### config.mk
export PLATFORM = sky130hd
export DESIGN_NAME = mem_access_seq
export DESIGN_NICKNAME = d
export VERILOG_FILES = /design/src/rtl/mem_access_pkg.sv /design/src/rtl/mem_lane_align.sv /design/src/rtl/mem_access_seq.sv
export SDC_FILE = /design/constraint.sdc
export NUM_CORES = 1
export LEC_CHECK = 0
export ABC_CLOCK_PERIOD_IN_PS = 2800
export CAP_MARGIN = 25
export CORE_MARGIN = 4
export CORE_UTILIZATION = 40
export CTS_BUF_LIST = sky130_fd_sc_hd__clkbuf_4 sky130_fd_sc_hd__clkbuf_8
export CTS_CLUSTER_DIAMETER = 40
export DETAILED_ROUTE_END_ITERATION = 12
export PLACE_DENSITY = 0.69
export SETUP_SLACK_MARGIN = 0.2
export SLEW_MARGIN = 20
export SYNTH_ARGS = -nofsm -noshare
export SYNTH_HDL_FRONTEND = slang
export SYNTH_HIERARCHICAL = 1
export SYNTH_SLANG_ARGS = --single-unit
### constraint.sdc
create_clock -name clk -period 2.8 [get_ports clk]
set_input_delay 0.56 -clock clk [delete_from_list [all_inputs] [get_ports clk]]
set_output_delay 0.56 -clock clk [all_outputs]
set_load 0.005 [all_outputs]
### src/rtl/mem_access_pkg.sv
// Shared encodings for the load/store sequencer: access sizes, error codes and
// the FSM state type.
package mem_access_pkg;

   localparam logic [1:0] SZ_WORD = 2'b00;
   localparam logic [1:0] SZ_HALF = 2'b01;
   localparam logic [1:0] SZ_BYTE = 2'b10;
   localparam logic [1:0] SZ_INV  = 2'b11;

   localparam logic [1:0] ERR_NONE  = 2'b00;
   localparam logic [1:0] ERR_ALIGN = 2'b01;
   localparam logic [1:0] ERR_SIZE  = 2'b10;

   typedef enum logic [1:0] {
      ST_IDLE,
      ST_READ,
      ST_WRITE,
      ST_DONE
   } state_t;

   // A word must sit on lane 0 and a half on an even lane.
   function automatic logic misaligned(input logic [1:0] sz, input logic [1:0] lane);
      return ((sz == SZ_WORD) && (lane != 2'b00)) || ((sz == SZ_HALF) && lane[0]);
   endfunction

endpackage

### src/rtl/mem_lane_align.sv
// Combinational lane steering: load-side lane select with sign/zero extension,
// store-side merge of a byte or half into the word read from memory.
module mem_lane_align
   import mem_access_pkg::*;
(
   input  logic [1:0]  size,
   input  logic [1:0]  lane,
   input  logic        sext,
   input  logic [31:0] rword,
   input  logic [31:0] wdata,
   output logic [31:0] load_val,
   output logic [31:0] store_word
);

   logic [7:0]  byte_sel;
   logic [15:0] half_sel;

   always_comb begin
      byte_sel = rword[{lane, 3'b000} +: 8];
      half_sel = lane[1] ? rword[31:16] : rword[15:0];
      case (size)
         SZ_HALF: load_val = {{16{sext & half_sel[15]}}, half_sel};
         SZ_BYTE: load_val = {{24{sext & byte_sel[7]}}, byte_sel};
         default: load_val = rword;
      endcase
   end

   genvar gi;
   generate
      for (gi = 0; gi < 4; gi++) begin : g_lane
         localparam logic [1:0] LN = 2'(gi);
         logic       hit;
         logic [7:0] src;

         // Non-target lanes keep the byte that was read back.
         always_comb begin
            hit = 1'b1;
            src = wdata[8*gi +: 8];
            if (size == SZ_BYTE) begin
               hit = (lane == LN);
               src = wdata[7:0];
            end else if (size == SZ_HALF) begin
               hit = (lane[1] == LN[1]);
               src = LN[0] ? wdata[15:8] : wdata[7:0];
            end
         end

         assign store_word[8*gi +: 8] = hit ? src : rword[8*gi +: 8];
      end
   endgenerate

endmodule

### src/rtl/mem_access_seq.sv
// Multi-cycle load/store sequencer: one request in, one done pulse out, with
// configurable read latency, read-modify-write for sub-word stores and error checks.
module mem_access_seq
   import mem_access_pkg::*;
#(
   parameter int ADDR_W      = 32,
   parameter int MEM_LAT     = 1,
   parameter bit ALIGN_CHECK = 1'b1
)
(
   input  logic              clk,
   input  logic              reset,
   input  logic              start,
   input  logic              is_store,
   input  logic [1:0]        size,
   input  logic              sext,
   input  logic [ADDR_W-1:0] addr,
   input  logic [31:0]       wdata,
   output logic              busy,
   output logic              done,
   output logic [31:0]       rdata,
   output logic              err,
   output logic [1:0]        err_code,
   output logic [ADDR_W-1:0] mem_addr,
   output logic              mem_wr,
   output logic [31:0]       mem_wdata,
   input  logic [31:0]       mem_rdata
);

   localparam logic [3:0] LAT_LAST = 4'(MEM_LAT - 1);

   state_t            state_reg, state_next;
   logic [3:0]        wait_cnt_reg;
   logic              st_store_reg, st_sext_reg;
   logic [1:0]        st_size_reg, st_lane_reg;
   logic [31:0]       st_wdata_reg;
   logic [31:0]       rdata_reg, mem_wdata_reg;
   logic [ADDR_W-1:0] mem_addr_reg;
   logic              err_reg;
   logic [1:0]        err_code_reg;

   logic              accept, req_bad_size, req_misalign, req_bad, read_last;
   logic [31:0]       load_val, store_word;

   assign accept       = start && (state_reg == ST_IDLE);
   assign req_bad_size = (size == SZ_INV);
   assign req_misalign = ALIGN_CHECK && misaligned(size, addr[1:0]);
   assign req_bad      = req_bad_size || req_misalign;
   assign read_last    = (state_reg == ST_READ) && (wait_cnt_reg == LAT_LAST);

   mem_lane_align u_align (
      .size       (st_size_reg),
      .lane       (st_lane_reg),
      .sext       (st_sext_reg),
      .rword      (mem_rdata),
      .wdata      (st_wdata_reg),
      .load_val   (load_val),
      .store_word (store_word)
   );

   always_ff @(posedge clk) begin
      if (reset) state_reg <= ST_IDLE;
      else       state_reg <= state_next;
   end

   always_comb begin
      state_next = state_reg;
      case (state_reg)
         ST_IDLE: begin
            if (start) begin
               if (req_bad)                                state_next = ST_DONE;
               else if (is_store && (size == SZ_WORD))     state_next = ST_WRITE;
               else                                        state_next = ST_READ;
            end
         end
         ST_READ: begin
            if (wait_cnt_reg == LAT_LAST) state_next = st_store_reg ? ST_WRITE : ST_DONE;
         end
         ST_WRITE: state_next = ST_DONE;
         default:  state_next = ST_IDLE;
      endcase
   end

   always_comb begin
      busy   = (state_reg != ST_IDLE);
      done   = (state_reg == ST_DONE);
      mem_wr = (state_reg == ST_WRITE);
   end

   always_ff @(posedge clk) begin
      if (reset) begin
         wait_cnt_reg  <= 4'd0;
         st_store_reg  <= 1'b0;
         st_sext_reg   <= 1'b0;
         st_size_reg   <= SZ_WORD;
         st_lane_reg   <= 2'b00;
         st_wdata_reg  <= 32'd0;
         rdata_reg     <= 32'd0;
         mem_wdata_reg <= 32'd0;
         mem_addr_reg  <= '0;
         err_reg       <= 1'b0;
         err_code_reg  <= ERR_NONE;
      end else begin
         if (accept) begin
            st_store_reg <= is_store;
            st_sext_reg  <= sext;
            st_size_reg  <= size;
            st_lane_reg  <= addr[1:0];
            st_wdata_reg <= wdata;
            mem_addr_reg <= {addr[ADDR_W-1:2], 2'b00};
            err_reg      <= req_bad;
            err_code_reg <= req_bad_size ? ERR_SIZE : (req_misalign ? ERR_ALIGN : ERR_NONE);
            if (!req_bad && is_store && (size == SZ_WORD)) mem_wdata_reg <= wdata;
         end
         if (state_reg == ST_READ) wait_cnt_reg <= read_last ? 4'd0 : wait_cnt_reg + 4'd1;
         // End of the read window: loads capture the result, sub-word stores the merged word.
         if (read_last) begin
            if (st_store_reg) mem_wdata_reg <= store_word;
            else              rdata_reg     <= load_val;
         end
      end
   end

   assign rdata     = rdata_reg;
   assign err       = err_reg;
   assign err_code  = err_code_reg;
   assign mem_addr  = mem_addr_reg;
   assign mem_wdata = mem_wdata_reg;

endmodule

==> summary.txt <==
Worst setup path
  • Worst Path Required: roughly 2.2 ns
  • Worst Setup Path Type: reg2out
  • Critical Path Start Type: flop
  • CP Capture Type: output port
  • Worst EP arrival: between 1.5 and 2 ns
  • Crit path capture: busy
  • Worst R2R End: mem_wdata[2]
  • Reg2Reg Setup Slack: around 0.58 ns
  • Worst r2r src: st_size_reg[0]
  • Worst Reg-to-Reg Cells: 7
  • Worst-path maximum fanout: 5
  • Crit. Startpoint: state_reg[0]

Floorplan
  • Ports: 205
  • Vert. Die Dim: around 140 µm
  • Die area: approximately 20,000 µm²
  • Starting Density: 0.4085
  • Die width: 141.1 µm
  • Core ar.: around 17,000 µm²
  • FP Rows: 48

STA
  • Final slew viol count: 0
  • Setup Viol. Count Final: 0
  • Relative slew margins: 0.5838
  • Clock skew: between 0.01 and 0.015 ns
  • Final hold violations: 0
  • Worst-Margin Slew: 0.6230 ns
  • RSZ-0062 raised after global routing: false
  • Final TNS setup: 0 ns
  • Post-layout min period: 2.398 ns
  • Final Cycle Share: 0.8563
  • Fmax: 417.1 MHz

Clocking
  • Reg clk slew, reported paths: 0.08 ns
  • Hold Buf Count CTS: 0
  • Clock buffer depth: 2
  • Clock root cell: clkbuf_8
  • CTS buffer count: 17
  • Setup Buffers After CTS: 0
  • Post_cts resized: 0
  • Sinks on the clock net: 141
  • H-tree lvl count: 4
  • Clock network latency to the later pin of the worst-skew pair: 0.46 ns
  • TritonCTS clock tree: built

Flow run
  • Max Cap Viol: 0

Global routing
  • Largest net degree at the start of global routing: 59
  • GRT Total Usage: 0.2245
  • First-pass GRT wire length: 35,700 µm
  • Vias in the first global route: 6,582
  • Grt met3 use: 0.07225
  • Antenna violations before repair: 1
  • GR peak layer: met2
  • Met2 Use GR: 0.3419
  • M1 GR Usage: 0.2968
  • Remaining Overflow, GRT: 0

Power and ir drop
  • Worst VDD drop: 0.3316 mV
  • Pwr Density: 708.2 nW/µm²
  • Leak Pwr: 3.520 nW

Route
  • Residual DRC count: 0
  • Average routed wire per standard cell: 17.49 µm
  • Drt first pass iters: 5
  • Vias/cell: 5.289
  • Antenna-violating nets left: 0
  • Post-Route WL: 22,880 µm
  • DR iter-0 viols: roughly 500
  • Via count: between 6,000 and 7,000

Logic synthesis
  • Synth top area share: 0.3981
  • Top cells by area, synth: dfxtp_1 (40%), nand2_1 (15%), a21oi_1 (9.0%)
  • Distinct cells, synth: 50
  • Post-synth EDFFs: 0
  • #FFs+latches synth: between 100 and 150
  • Ys Warns: 6
  • Post-synth ARST share: 0
  • Post-Syn Instances: 903
  • Mapped cell area: 7091 µm²
  • Avg Synthesized Cell Area: 7.852 µm²
  • Largest area contributor in the synthesized netlist: dfxtp_1
  • Sequential area share after synthesis: 0.3981
  • Dominant register cell in the synthesized netlist: dfxtp_1

Cells and area
  • Multi-input logic area: a little under 4000 µm²
  • Fin util: 0.5545
  • Reg area: 2823 µm²
  • Area growth syn-to-layout: 35.73%
  • Commonest non-fill, non-tap cell in the layout: nand2_1
  • Inserted Diodes: 0
  • Most frequent cells in the layout: nand2_1 (286), clkdlybuf4s50_1 (201), dfxtp_1 (141)
  • Filler Cell Count: 1,650
  • Nets@finish: between 1,000 and 1,500
  • Fraction of layout cells with a size suffix above 1: 0.1256

Placement
  • IO Port Bufs: ~200
  • Final RePlAce weighted congestion: approximately 0.91
  • Final HPWL from detailed placement: ~17,000 µm

Outcome
  • Status: finished clean

Worst hold path
  • Hold Path Class: reg2reg
-- through the flow --
step | cells | power, mW | area, µm² | setup WS (ns) | hold slack, ns
global placement | 1277 | 5.098 | 9214 | 0.2657 | 0.4405
global route | 1308 | 7.237 | 9624 | 0.2739 | 0.4746
CTS | 1308 | 6.858 | 9620 | 0.3675 | 0.4572
finish | 1308 | 6.816 | 9624 | 0.4023 | 0.4547
floorplan | 904 | 3.997 | 7094 | 0.7238 | 0.4357
detailed placement | 1277 | 5.122 | 9214 | 0.2351 | 0.4457
-- worst min-delay path by stage --
stage                      from                to  slack [ns]  cells past startpoint
6_report            mem_addr[5]       mem_addr[5]        0.45                      2
5_1_grt        st_wdata_reg[28]  st_wdata_reg[28]        0.47                      2
4_1_cts             mem_addr[9]       mem_addr[9]        0.46                      2
3_5_place_dp        mem_addr[9]       mem_addr[9]        0.45                      2
3_3_place_gp       mem_addr[17]      mem_addr[17]        0.44                      2
2_1_floorplan  st_wdata_reg[24]  st_wdata_reg[24]        0.44                      2
-- critical path, cell delays in order (launching register included) --
cell and delay, ns:
dfxtp_1 0.39, inv_1 0.08, ha_1 0.28, inv_1 0.10, clkdlybuf4s50_1 0.54
-- kinds of logic after synthesis --
family | Yosys count | share of synthesized area
AO/OA/AOI/OAI | 231 | 0.2292
XOR/XNOR | 1 | 0.001235
adder cells (fa/ha/maj) | 8 | 0.01412
buffers and inverters | 85 | 0.05929
flip-flops | 141 | 0.3981
multiplexers | 39 | 0.05859
other | 1 | 0.0005289
AND/OR/NAND/NOR | 397 | 0.2389
-- area by class of cell --
cell class	instances	share of cell area
clock buffers	20	0.02730
clock inverters	11	0.01495
inverters	11	0.004290
multi-input cells	678	0.4016
flip-flops and latches	141	0.2933
well taps	225	0.02925
repair buffers	222	0.2293
-- per-layer routing --
layer / up-vias / wire length, µm
li1: 3395 / -
met1: 3195 / 10080
met2: 290 / 10130
met3: 36 / 2082
met4: 2 / 571
met5: - / 13
-- cell usage after synthesis, types with 6 or more instances --
cell	number
a21oi_1	128
a221o_1	6
mux2_2	10
o2bb2ai_1	8
dfxtp_1	141
o21ai_0	27
a311oi_2	32
nand2_1	286
buf_2	6
mux2i_1	28
clkbuf_1	51
a21o_1	17
nand2_2	30
inv_1	10
buf_6	11
nand2b_1	12
ha_1	8
nor2_1	48
-- report_power, final --
part | switching [mW] | internal (mW)
combinational | 1.29 | 1.18
clock | 0.819 | 0.915
sequential | 0.267 | 2.35
No activity file was read; power rests on OpenSTA's default activity.
